File: config.mk
export PLATFORM = sky130hd
export DESIGN_NAME = prog_loader
export DESIGN_NICKNAME = d
export VERILOG_FILES = /design/src/rtl/prog_loader_pkg.sv /design/src/rtl/addr_cnt.sv /design/src/rtl/prog_loader.sv
export SDC_FILE = /design/constraint.sdc
export NUM_CORES = 1
export LEC_CHECK = 0
export ABC_AREA = 0
export ABC_CLOCK_PERIOD_IN_PS = 3000
export CELL_PAD_IN_SITES_DETAIL_PLACEMENT = 0
export CELL_PAD_IN_SITES_GLOBAL_PLACEMENT = 2
export CORE_UTILIZATION = 30
export CTS_CLUSTER_SIZE = 16
export DETAILED_ROUTE_END_ITERATION = 8
export GPL_TIMING_DRIVEN = 1
export HOLD_SLACK_MARGIN = 0.05
export PLACE_DENSITY_LB_ADDON = 0.15
export SYNTH_ARGS = -nofsm -noshare
export SYNTH_HDL_FRONTEND = slang
export SYNTH_HIERARCHICAL = 1
export SYNTH_SLANG_ARGS = --single-unit
File: constraint.sdc
create_clock -name clk -period 3 [get_ports clk]
set_input_delay 0.45 -clock clk [delete_from_list [all_inputs] [get_ports clk]]
set_output_delay 0.45 -clock clk [all_outputs]
set_load 0.02 [all_outputs]
File: src/rtl/prog_loader_pkg.sv
// rtl/prog_loader_pkg.sv - shared loader/microcontroller state encodings and width defaults
package prog_loader_pkg;

    localparam int DEF_ADDR_W = 10;
    localparam int DEF_WORD_W = 16;
    localparam int BYTE_W     = 8;

    typedef enum logic [2:0] {
        ST_IDLE  = 3'd0,
        ST_HI    = 3'd1,
        ST_LO    = 3'd2,
        ST_WRITE = 3'd3,
        ST_RUN   = 3'd4
    } ld_state_t;

    // Only the quiescent states (before a load, or with the CPU running) honour start.
    function automatic logic accepts_start(input ld_state_t s);
        return (s == ST_IDLE) || (s == ST_RUN);
    endfunction

endpackage

File: src/rtl/addr_cnt.sv
// rtl/addr_cnt.sv - program-memory word counter with clear, enable and natural wrap
module addr_cnt #(
    parameter int ADDR_W = 10
) (
    input  logic              clk,
    input  logic              reset,
    input  logic              i_clr,
    input  logic              i_en,
    output logic [ADDR_W-1:0] o_count
);

    localparam logic [ADDR_W-1:0] ONE = ADDR_W'(1);

    logic [ADDR_W-1:0] r_count;

    // Clear has priority over enable; the top count rolls over to zero on its own.
    always_ff @(posedge clk or negedge reset) begin
        if (!reset) begin
            r_count <= '0;
        end else if (i_clr) begin
            r_count <= '0;
        end else if (i_en) begin
            r_count <= r_count + ONE;
        end
    end

    assign o_count = r_count;

endmodule

File: src/rtl/prog_loader.sv
// rtl/prog_loader.sv - byte-stream program loader that holds the CPU in reset while filling program memory
module prog_loader
    import prog_loader_pkg::*;
#(
    parameter int ADDR_W = DEF_ADDR_W,
    parameter int WORD_W = DEF_WORD_W
) (
    input  logic              clk,
    input  logic              reset,
    input  logic              start,
    input  logic [ADDR_W-1:0] len,
    input  logic              byte_valid,
    input  logic [7:0]        byte_data,
    output logic              byte_ready,
    output logic              we,
    output logic [ADDR_W-1:0] waddr,
    output logic [WORD_W-1:0] wdata,
    output logic              cpu_hold,
    output logic              done
);

    ld_state_t         r_state;
    logic [ADDR_W-1:0] r_len;
    logic [WORD_W-1:0] r_wdata;
    logic              r_byte_ready;
    logic              r_we;
    logic              r_cpu_hold;
    logic              r_done;

    logic [ADDR_W-1:0] w_count;
    logic [ADDR_W-1:0] w_len_m1;
    logic              w_last;
    logic              w_start_ok;
    logic              w_cnt_clr;
    logic              w_cnt_en;

    // len=0 becomes all-ones here, so a zero length naturally covers the whole memory.
    assign w_len_m1   = r_len - ADDR_W'(1);
    assign w_last     = (w_count == w_len_m1);
    assign w_start_ok = start && accepts_start(r_state);
    assign w_cnt_clr  = w_start_ok;
    assign w_cnt_en   = (r_state == ST_WRITE) && !w_last;

    addr_cnt #(
        .ADDR_W (ADDR_W)
    ) u_addr_cnt (
        .clk     (clk),
        .reset   (reset),
        .i_clr   (w_cnt_clr),
        .i_en    (w_cnt_en),
        .o_count (w_count)
    );

    // Load sequencer: assemble two bytes per word, write it, and release the CPU after the last one.
    always_ff @(posedge clk or negedge reset) begin
        if (!reset) begin
            r_state      <= ST_IDLE;
            r_len        <= '0;
            r_wdata      <= '0;
            r_byte_ready <= 1'b0;
            r_we         <= 1'b0;
            r_cpu_hold   <= 1'b1;
            r_done       <= 1'b0;
        end else begin
            r_we   <= 1'b0;
            r_done <= 1'b0;
            case (r_state)
                ST_IDLE, ST_RUN: begin
                    if (w_start_ok) begin
                        r_state      <= ST_HI;
                        r_len        <= len;
                        r_byte_ready <= 1'b1;
                        r_cpu_hold   <= 1'b1;
                    end
                end
                ST_HI: begin
                    if (byte_valid) begin
                        r_wdata[WORD_W-1 -: BYTE_W] <= byte_data;
                        r_state                     <= ST_LO;
                    end
                end
                ST_LO: begin
                    if (byte_valid) begin
                        r_wdata[BYTE_W-1:0] <= byte_data;
                        r_state             <= ST_WRITE;
                        r_byte_ready        <= 1'b0;
                        r_we                <= 1'b1;
                    end
                end
                ST_WRITE: begin
                    if (w_last) begin
                        r_state    <= ST_RUN;
                        r_done     <= 1'b1;
                        r_cpu_hold <= 1'b0;
                    end else begin
                        r_state      <= ST_HI;
                        r_byte_ready <= 1'b1;
                    end
                end
                default: begin
                    r_state      <= ST_IDLE;
                    r_byte_ready <= 1'b0;
                    r_cpu_hold   <= 1'b1;
                end
            endcase
        end
    end

    assign byte_ready = r_byte_ready;
    assign we         = r_we;
    assign waddr      = w_count;
    assign wdata      = r_wdata;
    assign cpu_hold   = r_cpu_hold;
    assign done       = r_done;

endmodule

==> flow_summary.toml <==
[die]
placement_rows = 30
core_um2 = 6870
ios = 52
die_w_um = 86.7
dieArea_um2 = 7510
die_h_um = 86.7
start_util = 0.313

[logic_synthesis]
synth_most_common_cell = "dfrtp_1"
synth_area_per_cell_um2 = 11.5
yosys_warnings = 6
synth_cell_types = 45
synth-seq-cells = 43
synth_nets = 211
yosys.area.top_type = "dfrtp_1"
synth_edf_count = 0
synth_top_area_share = 0.489
syn_inst = 187
yosysSeqAreaShare = 0.501
synth_top_cells_by_count = "dfrtp_1 (42), mux2_2 (24), nand2_1 (13), nor2_1 (13), a21oi_1 (10)"
synth_area_um2 = 2150
synth-main-ff-cell = "dfrtp_1"
synthArstFlopShare = 1.00
yosys-top-cells-area = "dfrtp_1 (49%), mux2_2 (13%), xor2_1 (3.3%)"

[layout]
design_area_um2 = 2870
drive_gt1_frac = 0.196
nets = 268
final_util = 0.418
final.fill_count = 696
syn_to_final_growth_pct = 33.4
multiInputGateArea_um2 = 1010
diodes = 0
regArea_um2 = 1080

[timing]
fmax_mhz = 374
fin_worst_skew_ps = 3.49
setup_tns_ps = 0
tightestPinTransition_ps = 971
rsz0062_at_grt = "false"
period_minus_slack_ps = 2670
finalCritPeriodShare = 0.891
hold_slack_ps = 311
finalMaxSlewViolations = 0
setup_violations = 0
slew_headroom = 0.353
hold_viol_final = 0

[worst_setup_path]
required_ps = 3220
cp-start-kind = "register"
crit_type = "register to register"
worstPathArrival_ps = 2890
path_max_fanout = 10
worst_setup_path_end_kind = "register"
worst-r2r-setup-slack_ps = 330

[routing]
drt_pre_antenna_iters = 4
drt.antenna.violating_nets = 0
wl_per_cell_um = 14.2
route.vias.total = 1645
routed_wl_mm = 4.83
routed_via_density = 4.82
drtIter0Drc = 52
drc = 0

[pwr]
vdd_drop_max_v = 0.000421
cellPowerDensity_nw_per_um2 = 902
p_leak_nw = 1.13

[place]
portBuffers = 51
place.gp.congestion = 0.738
place_area_um2 = 2790
hpwl_mm = 3.51

[clock_network]
clock_latency_ps = 290
clkSinkCount = 43
cts_tree = "built"
cts_resized = 0
cts_buffer_depth = 2
post_cts_buffers = 0
clkTransAtPathRegs_ps = 80
clock-root-buffer = "clkbuf_8"
h-tree-depth = 2
hold_buffers = 0
cts_buffers = 5

[global_route]
grt_pass1_vias = 1661
grt_pass1_wl_mm = 8.22
grt_max_degree = 44
grt_usage = 0.143
antenna_found_initial = 0
overflow = 0

[outcome]
status = "finished clean"

[worst_hold_path]
worstHoldPathType = "input port to asynchronous set/reset pin"

[run]
drv_cap = 0
-- area by class of cell --
cell class | instances | share of cell area
clock buffer | 6 | 0.0253
clock inverter | 2 | 0.00436
inverter | 4 | 0.00523
multi-input combinational | 132 | 0.354
sequential | 43 | 0.375
tap | 96 | 0.0418
timing repair buffer | 58 | 0.194
-- cells by family (layout without fill, tap and decap cells) --
kind of cell | count (synthesis) | in the layout | synth area share
simple gates | 59 | 59 | 0.153
buf+inv | 12 | 70 | 0.0273
xor+xnor | 12 | 12 | 0.0489
mux | 26 | 26 | 0.135
fa+ha+maj | 2 | 2 | 0.0116
compound gates | 33 | 33 | 0.123
flops | 43 | 43 | 0.501
-- metrics by stage --
| stage | cells | power [W] | worst slack, ps |
|---|---|---|---|
| final | 341 | 0.00259 | 327 |
| after global routing | 341 | 0.00280 | 54.6 |
| after CTS | 341 | 0.00265 | 308 |
| after detailed placement | 333 | 0.00226 | 326 |
| after global placement | 333 | 0.00227 | 316 |
| after floorplan | 187 | 0.00177 | 484 |
-- critical path, cell delays in order (launching register included) --
cell and delay [ps]:
dfrtp_1 440, inv_1 90, ha_1 150, and2b_2 220, a221o_1 160, o311ai_0 120
o22a_1 230, a21boi_0 170, buf_4 180, o2111ai_4 180, or4_1 510, a21oi_1 150
-- path summary, 6_finish.rpt --
kind,start,endpoint,depth (start not counted)
max,r_len[0]$_DFFE_PN0P_,u_addr_cnt/o_count[8]$_DFFE_PN0P_,11
min,reset,u_addr_cnt/o_count[5]$_DFFE_PN0P_,1
max reg2reg,r_len[0]$_DFFE_PN0P_,u_addr_cnt/o_count[8]$_DFFE_PN0P_,11
min reg2reg,wdata[1]$_DFFE_PN0P_,wdata[1]$_DFFE_PN0P_,1
max in group asynchronous,reset,wdata[1]$_DFFE_PN0P_,1
min in group clk,wdata[1]$_DFFE_PN0P_,wdata[1]$_DFFE_PN0P_,1
-- layer usage --
metal,GRT usage,part of all wire,up-vias
li1,-,-,802
met1,0.177,0.44,798
met2,0.239,0.49,37
met3,0.0390,0.052,8
met4,0.0500,0.015,0
met5,0,0,-
-- registers in the layout (all words and copies together) (netlist names) --
register / count
done: 1
u_addr_cnt/o_count: 10
cpu_hold: 1
wdata: 16
r_state: 3
r_len: 10
byte_ready: 1
we: 1
-- placed cells by master (no fill, tap or decap), drive strengths merged, types with 2 or more instances in the layout --
master / synthesis / layout
clkdlybuf4s50: 0 / 50
nor3: 4 / 4
a221o: 2 / 2
o311ai: 2 / 2
dfrtp: 42 / 42
nor3b: 3 / 3
o31ai: 3 / 3
inv: 4 / 4
nand3: 2 / 2
clkbuf: 4 / 6
mux2i: 2 / 2
xor2: 8 / 8
buf: 4 / 8
mux2: 24 / 24
a31oi: 2 / 2
xnor2: 4 / 4
nand4: 5 / 5
nand2: 13 / 13
or2: 2 / 2
ha: 2 / 2
or3: 2 / 2
a21oi: 10 / 10
or4: 3 / 3
nor2: 13 / 13
nor4b: 3 / 3
nand2b: 3 / 3
o21ai: 5 / 5
nand3b: 2 / 2
-- where the power goes --
| group | leakage (nW) | switching [W] | total, W | internal, W |
|---|---|---|---|---|
| sequential | 0.532 | 0.000216 | 0.00101 | 0.000796 |
| clock | 0.0412 | 0.000198 | 0.000361 | 0.000163 |
| combinational | 0.560 | 0.000581 | 0.00122 | 0.000636 |
Note: power is estimated with default switching activity, not from simulation.
